<file path="src/rtl/uart_tx_frame.sv">
// rtl/uart_tx_frame.sv - UART transmitter: start, LSB-first data, optional parity, stop.
// Optional second stop bit when UART_TX_STOP2_EN is defined (adds STOP2 input).
module uart_tx_frame #(
  parameter int DATA_WIDTH = 8,
  parameter int BIT_CYCLES = 1
) (
  input  logic                  CLK,
  input  logic                  RST,
  input  logic [DATA_WIDTH-1:0] P_DATA,
  input  logic                  Data_Valid,
  input  logic                  PAR_EN,
  input  logic                  PAR_TYP,
`ifdef UART_TX_STOP2_EN
  input  logic                  STOP2,
`endif
  output logic                  TX_OUT,
  output logic                  busy
);

  localparam int          IDX_W    = (DATA_WIDTH > 1) ? $clog2(DATA_WIDTH) : 1;
  localparam logic [IDX_W-1:0] IDX_LAST = IDX_W'(DATA_WIDTH - 1);
  localparam logic [IDX_W-1:0] IDX_ONE  = IDX_W'(1);
  localparam logic [7:0]  DIV_LAST = 8'(BIT_CYCLES - 1);

  typedef enum logic [2:0] {IDLE, START, DATA, PARITY, STOP} state_t;

  state_t                state_q, state_d;
  logic                  tx_q, tx_d;
  logic                  busy_q, busy_d;
  logic [7:0]            div_q, div_d;
  logic [IDX_W-1:0]      idx_q, idx_d;
  logic [DATA_WIDTH-1:0] shreg_q, shreg_d;
  logic                  par_en_q, par_en_d;
  logic                  par_bit_q, par_bit_d;
  logic                  bit_done;
`ifdef UART_TX_STOP2_EN
  logic                  stop2_q, stop2_d;
  logic                  stop_half_q, stop_half_d;
`endif

  // Divider is bypassed entirely at one cycle per bit.
  assign bit_done = (BIT_CYCLES == 1) ? 1'b1 : (div_q == DIV_LAST);

  always_ff @(posedge CLK) begin
    if (RST) begin
      state_q     <= IDLE;
      tx_q        <= 1'b1;
      busy_q      <= 1'b0;
      div_q       <= '0;
      idx_q       <= '0;
      shreg_q     <= '0;
      par_en_q    <= 1'b0;
      par_bit_q   <= 1'b0;
`ifdef UART_TX_STOP2_EN
      stop2_q     <= 1'b0;
      stop_half_q <= 1'b0;
`endif
    end else begin
      state_q     <= state_d;
      tx_q        <= tx_d;
      busy_q      <= busy_d;
      div_q       <= div_d;
      idx_q       <= idx_d;
      shreg_q     <= shreg_d;
      par_en_q    <= par_en_d;
      par_bit_q   <= par_bit_d;
`ifdef UART_TX_STOP2_EN
      stop2_q     <= stop2_d;
      stop_half_q <= stop_half_d;
`endif
    end
  end

  always_comb begin
    state_d     = state_q;
    tx_d        = tx_q;
    busy_d      = busy_q;
    div_d       = div_q;
    idx_d       = idx_q;
    shreg_d     = shreg_q;
    par_en_d    = par_en_q;
    par_bit_d   = par_bit_q;
`ifdef UART_TX_STOP2_EN
    stop2_d     = stop2_q;
    stop_half_d = stop_half_q;
`endif
    if (state_q != IDLE) begin
      div_d = bit_done ? 8'd0 : div_q + 8'd1;
    end

    // tx_d is the value of the bit that starts at this edge.
    case (state_q)
      IDLE: begin
        tx_d   = 1'b1;
        busy_d = 1'b0;
        div_d  = '0;
        if (Data_Valid) begin
          state_d   = START;
          tx_d      = 1'b0;
          busy_d    = 1'b1;
          shreg_d   = P_DATA;
          par_en_d  = PAR_EN;
          par_bit_d = (^P_DATA) ^ PAR_TYP;
`ifdef UART_TX_STOP2_EN
          stop2_d     = STOP2;
          stop_half_d = 1'b0;
`endif
        end
      end
      START: begin
        if (bit_done) begin
          state_d = DATA;
          tx_d    = shreg_q[0];
          idx_d   = '0;
        end
      end
      DATA: begin
        if (bit_done) begin
          if (idx_q == IDX_LAST) begin
            idx_d = '0;
            if (par_en_q) begin
              state_d = PARITY;
              tx_d    = par_bit_q;
            end else begin
              state_d = STOP;
              tx_d    = 1'b1;
            end
          end else begin
            idx_d   = idx_q + IDX_ONE;
            shreg_d = shreg_q >> 1;
            tx_d    = shreg_q[1];
          end
        end
      end
      PARITY: begin
        if (bit_done) begin
          state_d = STOP;
          tx_d    = 1'b1;
        end
      end
      STOP: begin
        tx_d = 1'b1;
        if (bit_done) begin
`ifdef UART_TX_STOP2_EN
          if (stop2_q && !stop_half_q) begin
            stop_half_d = 1'b1;
          end else begin
            stop_half_d = 1'b0;
            state_d     = IDLE;
            busy_d      = 1'b0;
          end
`else
          state_d = IDLE;
          busy_d  = 1'b0;
`endif
        end
      end
      default: begin
        state_d = IDLE;
        tx_d    = 1'b1;
        busy_d  = 1'b0;
      end
    endcase
  end

  assign TX_OUT = tx_q;
  assign busy   = busy_q;

endmodule

</file>
<file path="config.mk">
export PLATFORM = sky130hd
export DESIGN_NAME = uart_tx_frame
export DESIGN_NICKNAME = d
export VERILOG_FILES = /design/src/rtl/uart_tx_frame.sv
export SDC_FILE = /design/constraint.sdc
export NUM_CORES = 1
export LEC_CHECK = 0
export ABC_AREA = 1
export CAP_MARGIN = 20
export CORE_MARGIN = 2
export CORE_UTILIZATION = 40
export CTS_BUF_LIST = sky130_fd_sc_hd__clkbuf_8
export DETAILED_ROUTE_END_ITERATION = 7
export GPL_TIMING_DRIVEN = 0
export PLACE_DENSITY = 0.62
export SETUP_SLACK_MARGIN = 0.4
export SYNTH_ARGS = -nofsm -noshare
export SYNTH_HDL_FRONTEND = slang
export SYNTH_SLANG_ARGS = --single-unit
</file>
<file path="constraint.sdc">
create_clock -name CLK -period 3 [get_ports CLK]
set_input_delay 0.6 -clock CLK [delete_from_list [all_inputs] [get_ports CLK]]
set_output_delay 0.6 -clock CLK [all_outputs]
set_load 0.02 [all_outputs]
</file>
* After elaboration in Yosys (flattened, before gate mapping)
Index checks and enable logic that the tools add are counted.
** Storage, ports and cells
- Flip-flop bits (word level) :: 18
- Latch bits :: 0
- Memory bits (writable) :: 0
- Bits in read-only memories :: 0
- Bits of input ports :: 13
- Output and inout bits :: 2
- Logic and storage cells :: 39
- Memories kept :: 0
** Operators by class
- Add/subtract/negate cells :: 1
- Multiply operators :: 0
- Div/mod/pow operators :: 0
- Magnitude comparators :: 0
- Equality and inequality tests :: 7
- Shifts and indexed selects :: 0
- Mux-type cells :: 15
- Bitwise operators :: 1
- Reductions and logical operators :: 8
** Operators with widths (count)
- 2-to-1 mux 8 bit :: 2
- one-hot mux 8 bit (2 select lines) :: 1
- 2-to-1 mux 3 bit :: 4
- one-hot mux 3 bit (4 select lines) :: 1
- XOR reduction 8 bit :: 1
- == test 3 x 2 -> 1 bit (second input constant) :: 2
- != test 2 bit (second input constant) :: 3
- one-hot mux 3 bit (2 select lines) :: 1
- 2-to-1 mux 1 bit :: 4
- AND reduction 2 bit :: 2
- nonzero test 2 bit :: 2
- adder 3 x 1 -> 3 bit (second input constant) :: 1
- == test 3 x 1 -> 1 bit (second input constant) :: 1
- == test 3 bit (second input constant) :: 1
- logical NOT 3 bit :: 1
- one-hot mux 1 bit (3 select lines) :: 1
- AND reduction 3 bit :: 1
- OR reduction 3 bit :: 1
- one-hot mux 1 bit (2 select lines) :: 1
- XOR 1 bit :: 1

* Logic depth before layout (Yosys ltp)
Gate-level depths: netlist of run 1.
- Depth in word-level cells :: 3
- Gate-level depth with buffers :: 10
- Depth with buffers taken out :: 10

* Least setup slack after synthesis of run 1
No wires, ideal clock.
- Path kind :: input port to flip-flop
- From :: input port RST
- To :: register idx_q[0]
- Library setup time :: 0.070 ns
- Arrival time :: 1.251 ns
- Data required time :: 2.930 ns
- Path slack :: 1.679 ns
- Stages :: 5
- Path buffers :: 2
- Path through :: clkbuf_1 inv_1 clkbuf_1 o21ai_0 a21oi_1
** RTL lines
- from (decl) :: line 8 : input logic RST,
- to (signal assigned) :: line 63 : idx_q <= idx_d;
- to (decl) :: line 31 : logic [IDX_W-1:0] idx_q, idx_d;

* Final worst setup path of run 1
- From :: register busy_q, in the netlist busy
- To :: output port busy
** RTL lines
- from (decl) :: line 29 : logic busy_q, busy_d;
- from (signal assigned) :: line 61 : busy_q <= busy_d;
- to (decl) :: line 17 : output logic busy
No word-level cell between the ends.

==> reports/results.tsv, run 1 <==
metric	value	unit
slowest CP cell	clkdlybuf4s50_1	
Clock Skew	1.04	ps
Rows	17	
R2R Path Start	idx_q[0]$_SDFFE_PP0P_	
Hold Startpoint	shreg_q[5]$_SDFFE_PP0P_	
DR vias/cell	4.87	
Hold Path Depth	2	
core area	0.00225	sq mm
Reg2Reg Setup Slack	1570	ps
GPL Wtd Cong	0.791	
Post-CTS Setup Repair Bufs	0	
first-pass detailed-route iteration total	4	
Overall Global Routing Usage	0.170	
Tot Pwr	1.04	mW
number of diodes	0	
Hold/Removal Path Class	flip-flop to flip-flop	
Worst path top cell family by delay	buffers and inverters	
CP cell instances	clkdlybuf4s50_1	
Final Critical Period	1780	ps
DRT iter0 DRCs	10	
Remaining Overflow, GRT	0	
register area share after synthesis	0.371	
Yosys reg bits	18	
total leakage power	0.563	nW
Sw Pwr	423	uW
Min-Delay Endpoint	shreg_q[5]$_SDFFE_PP0P_	
first-pass GRT wire length	3530	um
H-tree depth	1	
clock buffer depth	2	
Post-Syn Area	972	sq um
Clk Tree Root Cell	clkbuf_8	
Reg2Reg Depth	8	
maxcap violations	0	
total number of vias	915	
Comb pwr share	0.435	
die width	53.3	um
Syn Nets	158	
CP max stage delay	600	ps
vias in the first global route	835	
pwr dens	873	mW/mm^2
Critical Path Start Type	flip-flop	
CP Data Required Time	2400	ps
TritonCTS clock tree	done	
Relative slew margins	0.734	
RR Endpoint	shreg_q[6]$_SDFFE_PP0P_	
Post-CTS Resized	0	
worst path arrival time	1180	ps
Peak Freq	561	MHz
Final Hold Viols	0	
Crit. path cell count	1	
Ports	15	
Clock Latency Late Sink	250	ps
CP bufs+invs	1	
Sw Ratio	0.406	
Hold WS	452	ps
nature of the critical path endpoint	primary output	
CTS buffer count	3	
internal power	618	uW
Yosys cell types	24	
crit path kind	flip-flop to primary output	
Post-DP HPWL	1570	um
Worst IR Drop VDD	0.423	mV
DRC viols	0	
Slew Limit Fails	0	
largest net degree at the start of global routing	11	
per-cell routed wire length	10.5	um
Die H	53.3	um
initial antenna violation count	0	
Worst Path Max Fanout	2	
CTS sink cnt	18	
DIE AREA	0.00284	sq mm
synth warn	0	
Reg power frac	0.376	
unrepaired setup endpoints after global routing	no	
share of cells above drive strength 1	0.0938	
area delta synth->final	22.7	%
post-route ant nets	0	
Cells after Synth	143	
final net count	176	
Worst-Margin Slew	399	ps
Tcrit/Tclk final	0.594	
final number of setup-violating endpoints	0	
Starting Density	0.431	
clock share of power	0.189	
I/O Buffers	13	
Setup Total Neg Slack	0	ps
WL final	1980	um
Hold Buf Count CTS	0	
status	complete, no violations	
Post-Syn Area per Cell	6.80	sq um
clk slew on worst S/H paths	70	ps
power groups by stage:
stage	registers, mW	clock network [mW]	logic [mW]
after floorplan	0.392	0	0.342
final	0.392	0.196	0.453
after global placement	0.392	0	0.445
after detailed placement	0.396	0	0.456
after CTS	0.391	0.199	0.457
after global routing	0.407	0.209	0.519
state kept, by name (all words and copies together) (netlist names):
register / flops
state_q: 3
par_bit_q: 1
busy: 1
TX_OUT: 1
idx_q: 3
shreg_q: 8
par_en_q: 1
area by class of cell:
class                      instances  area, sq um
tap                               28         35.0
clock buffer                       4         55.1
sequential                        18          360
fill                             236         1060
inverter                          26          103
buffer                             3         18.8
multi-input combinational         96          490
timing repair buffer              13          130
metal layers:
metal / up-vias / routed length [um] / GRT usage
met5: - / 0 / 0
met4: 0 / 22 / 0.0897
met3: 2 / 89 / 0.0169
met2: 27 / 977 / 0.286
met1: 393 / 888 / 0.211
li1: 493 / - / -
cell usage after synthesis, drive strengths merged:
cell    instances  area [sq um]
a21oi          11          55.1
a31oi           3          18.8
buf             1          11.3
clkbuf          2          7.51
clkinv          1          3.75
dfxtp          18           360
ha              2          25.0
inv            25          98.9
nand2          42           184
nand3           6          30.0
nand4           1          6.26
nor2            6          40.0
nor3            2          10.0
o211ai          1          7.51
o21ai          21           105
xor2            1          8.76
through the flow:
step,cell area [sq um],instances,utilization,worst slack (ps)
after CTS,1190,188,0.529,1210
final,1190,188,0.529,1220
after global placement,1140,184,0.504,1240
after detailed placement,1140,184,0.504,1190
after floorplan,972,143,-,1680
after global routing,1190,188,0.529,1170
kinds of logic after synthesis:
family | synth area share
AOI/OAI and AO/OA | 0.192
and+or+nand+nor | 0.278
adders and majority gates | 0.0257
xor gates and xnor gates | 0.00901
buffers and inverters | 0.125
DFF | 0.371
cell usage in the layout, fill, tap and decap left out, types with 2 or more instances in the layout:
cell              n
nand2_1          39
inv_1            21
dfxtp_1          18
clkdlybuf4s50_1  13
o21ai_0          12
a21oi_1          11
o21ai_1           9
nand3_1           6
clkbuf_8          4
nor2_1            3
a31oi_1           3
nor2_4            2
inv_4             2
inv_2             2
clkbuf_1          2
nor3_1            2
ha_1              2
worst max path at each step:
| stage | start | to | slack (ps) |
|---|---|---|---|
| 4_1_cts | busy$_SDFFE_PP0N_ | busy | 1210 |
| 2_1_floorplan | RST | idx_q[0]$_SDFFE_PP0P_ | 1680 |
| 3_5_place_dp | P_DATA[0] | par_bit_q$_SDFFE_PP0P_ | 1190 |
| 3_3_place_gp | P_DATA[0] | par_bit_q$_SDFFE_PP0P_ | 1240 |
| 6_report | busy$_SDFFE_PP0N_ | busy | 1220 |
| 5_1_grt | busy$_SDFFE_PP0N_ | busy | 1170 |
Note: power is estimated with default switching activity, not from simulation.
==> inputs of run 2 (changes only) <==
==> constraint.sdc (replaced) <==
create_clock -name CLK -period 1.7 [get_ports CLK]
set_input_delay 0.34 -clock CLK [delete_from_list [all_inputs] [get_ports CLK]]
set_output_delay 0.34 -clock CLK [all_outputs]
set_load 0.02 [all_outputs]
==> reports/results.tsv, run 2 (same netlist as run 1, synthesis figures left out) <==
metric	value	unit
Final Hold Viols	0	
unrepaired setup endpoints after global routing	yes	
per-cell routed wire length	11.2	um
total leakage power	0.656	nW
Hold/Removal Path Class	primary input to flip-flop	
worst path arrival time	1450	ps
Hold Buf Count CTS	0	
Worst Path Max Fanout	9	
CTS sink cnt	18	
Min-Delay Endpoint	shreg_q[3]$_SDFFE_PP0P_	
die width	53.3	um
Die H	53.3	um
Top Registers	shreg_q (8), idx_q (3), state_q (3)	
Relative slew margins	0.720	
post-route ant nets	0	
placed cells	184	
R2R Path Start	idx_q[0]$_SDFFE_PP0P_	
clk slew on worst S/H paths	70	ps
nature of the critical path endpoint	flip-flop	
Setup Total Neg Slack	0	ps
Reg2Reg Depth	8	
most common cell after layout, fill and taps aside	nand2_1	
Remaining Overflow, GRT	0	
CP Data Required Time	1850	ps
Hold Startpoint	P_DATA[3]	
Clock Latency Late Sink	250	ps
DR vias/cell	4.90	
Ports	15	
pwr dens	1500	mW/mm^2
number of diodes	0	
CP bufs+invs	2	
Overall Global Routing Usage	0.173	
DRC viols	0	
Critical Path Start Type	flip-flop	
Sw Ratio	0.410	
Worst path top cell family by delay	flip-flops	
RR Endpoint	shreg_q[6]$_SDFFE_PP0P_	
share of cells above drive strength 1	0.177	
Starting Density	0.431	
GPL Wtd Cong	0.791	
total number of vias	941	
pre-CTS setup slack	149	ps
Tcrit/Tclk final	0.764	
I/O Buffers	13	
CP most frequent cell	ha_4	
initial antenna violation count	0	
fin worst setup slack	402	ps
final net count	180	
internal power	1.15	mW
CP max stage delay	360	ps
WL final	2150	um
DRT iter0 DRCs	10	
vias in the first global route	842	
first-pass GRT wire length	3590	um
DIE AREA	0.00284	sq mm
most frequent cells in the layout	nand2_1, inv_1, dfxtp_1	
clock buffer depth	2	
Biggest register	shreg_q	
Peak Freq	770	MHz
Final Critical Period	1300	ps
clock share of power	0.178	
core area	0.00225	sq mm
Reg2Reg Setup Slack	400	ps
Worst-Margin Slew	421	ps
CP cell instances	ha_4, ha_4, nor2_4, inv_4, nand2_8, inv_8, o21ai_2, a21oi_2	
Clk Tree Root Cell	clkbuf_8	
Comb pwr share	0.460	
max reg flops	8	
first-pass detailed-route iteration total	4	
Hold Path Depth	3	
maxcap violations	0	
Worst IR Drop VDD	0.768	mV
Reg power frac	0.362	
status	complete, no violations	
Sw Pwr	798	uW
TritonCTS clock tree	done	
Rows	17	
Slew Limit Fails	0	
area delta synth->final	33.8	%
Post-DP HPWL	1570	um
largest net degree at the start of global routing	11	
H-tree depth	1	
CTS buffer count	3	
final number of setup-violating endpoints	0	
Crit. path cell count	8	
slowest CP cell	dfxtp_4	
Clock Skew	1.07	ps
Post-Layout Cell Count	192	
crit path kind	flip-flop to flip-flop	
## run 2: cell types whose count changed in the layout (fill, tap and decap cells not counted), moves of 2 or more
cell             previous run  this run
clkdlybuf4s50_1            13         3
dlymetal6s2s_1              0         8
buf_4                       0         4
nand2_1                    39        36
nand2_2                     1         4
dfxtp_1                    18        16
ha_1                        2         0
ha_4                        0         2
## run 2: layout make-up
cell class	count	area, sq um
Fill cell	219	953
Multi-Input combinational cell	96	538
Sequential cell	18	365
Timing Repair Buffer	17	179
Inverter	26	110
Clock buffer	4	55.1
Tap cell	28	35.0
Buffer	3	18.8
## run 2: power groups by stage
stage                     logic, mW  clock network (mW)  registers (mW)
after detailed placement      0.806                   0           0.698
final                         0.895               0.347           0.705
after floorplan               0.603                   0           0.691
after CTS                     0.814               0.352           0.692
after global routing           1.01               0.370           0.732
after global placement        0.786                   0           0.692
## run 2: how the worst max path moves through the flow
stage,from,to,slack [ps]
after CTS,idx_q[0]$_SDFFE_PP0P_,shreg_q[6]$_SDFFE_PP0P_,400
after floorplan,idx_q[0]$_SDFFE_PP0P_,shreg_q[2]$_SDFFE_PP0P_,410
final,idx_q[0]$_SDFFE_PP0P_,shreg_q[6]$_SDFFE_PP0P_,400
after global placement,P_DATA[0],par_bit_q$_SDFFE_PP0P_,200
after global routing,idx_q[0]$_SDFFE_PP0P_,shreg_q[6]$_SDFFE_PP0P_,360
after detailed placement,P_DATA[0],par_bit_q$_SDFFE_PP0P_,150
## run 2: tightest hold or removal path: stages
cell            delay, ps
dlymetal6s2s_1        140
nand2_1                70
a31oi_1                70
## run 2: per-stage QoR
stage	hold WS (ps)	utilization	power, mW	cell area [sq um]
2_1_floorplan	425	-	1.29	972
3_3_place_gp	439	0.504	1.48	1140
3_5_place_dp	447	0.504	1.50	1140
4_1_cts	440	0.538	1.86	1210
5_1_grt	426	0.577	2.11	1300
6_report	417	0.577	1.95	1300
## run 2: metal layers
metal	vias up	global-route usage	wire, um
li1	497	-	-
met1	420	0.214	954
met2	22	0.292	1110
met3	2	0.0169	63
met4	0	0.0897	22
met5	-	0	0
## run 2: timing repair
item	4_1_cts	5_1_grt
gates resized for setup	6	21
setup endpoints to repair	10	8
gates cloned	0	0
setup buffers	1	3
pin swaps	1	5
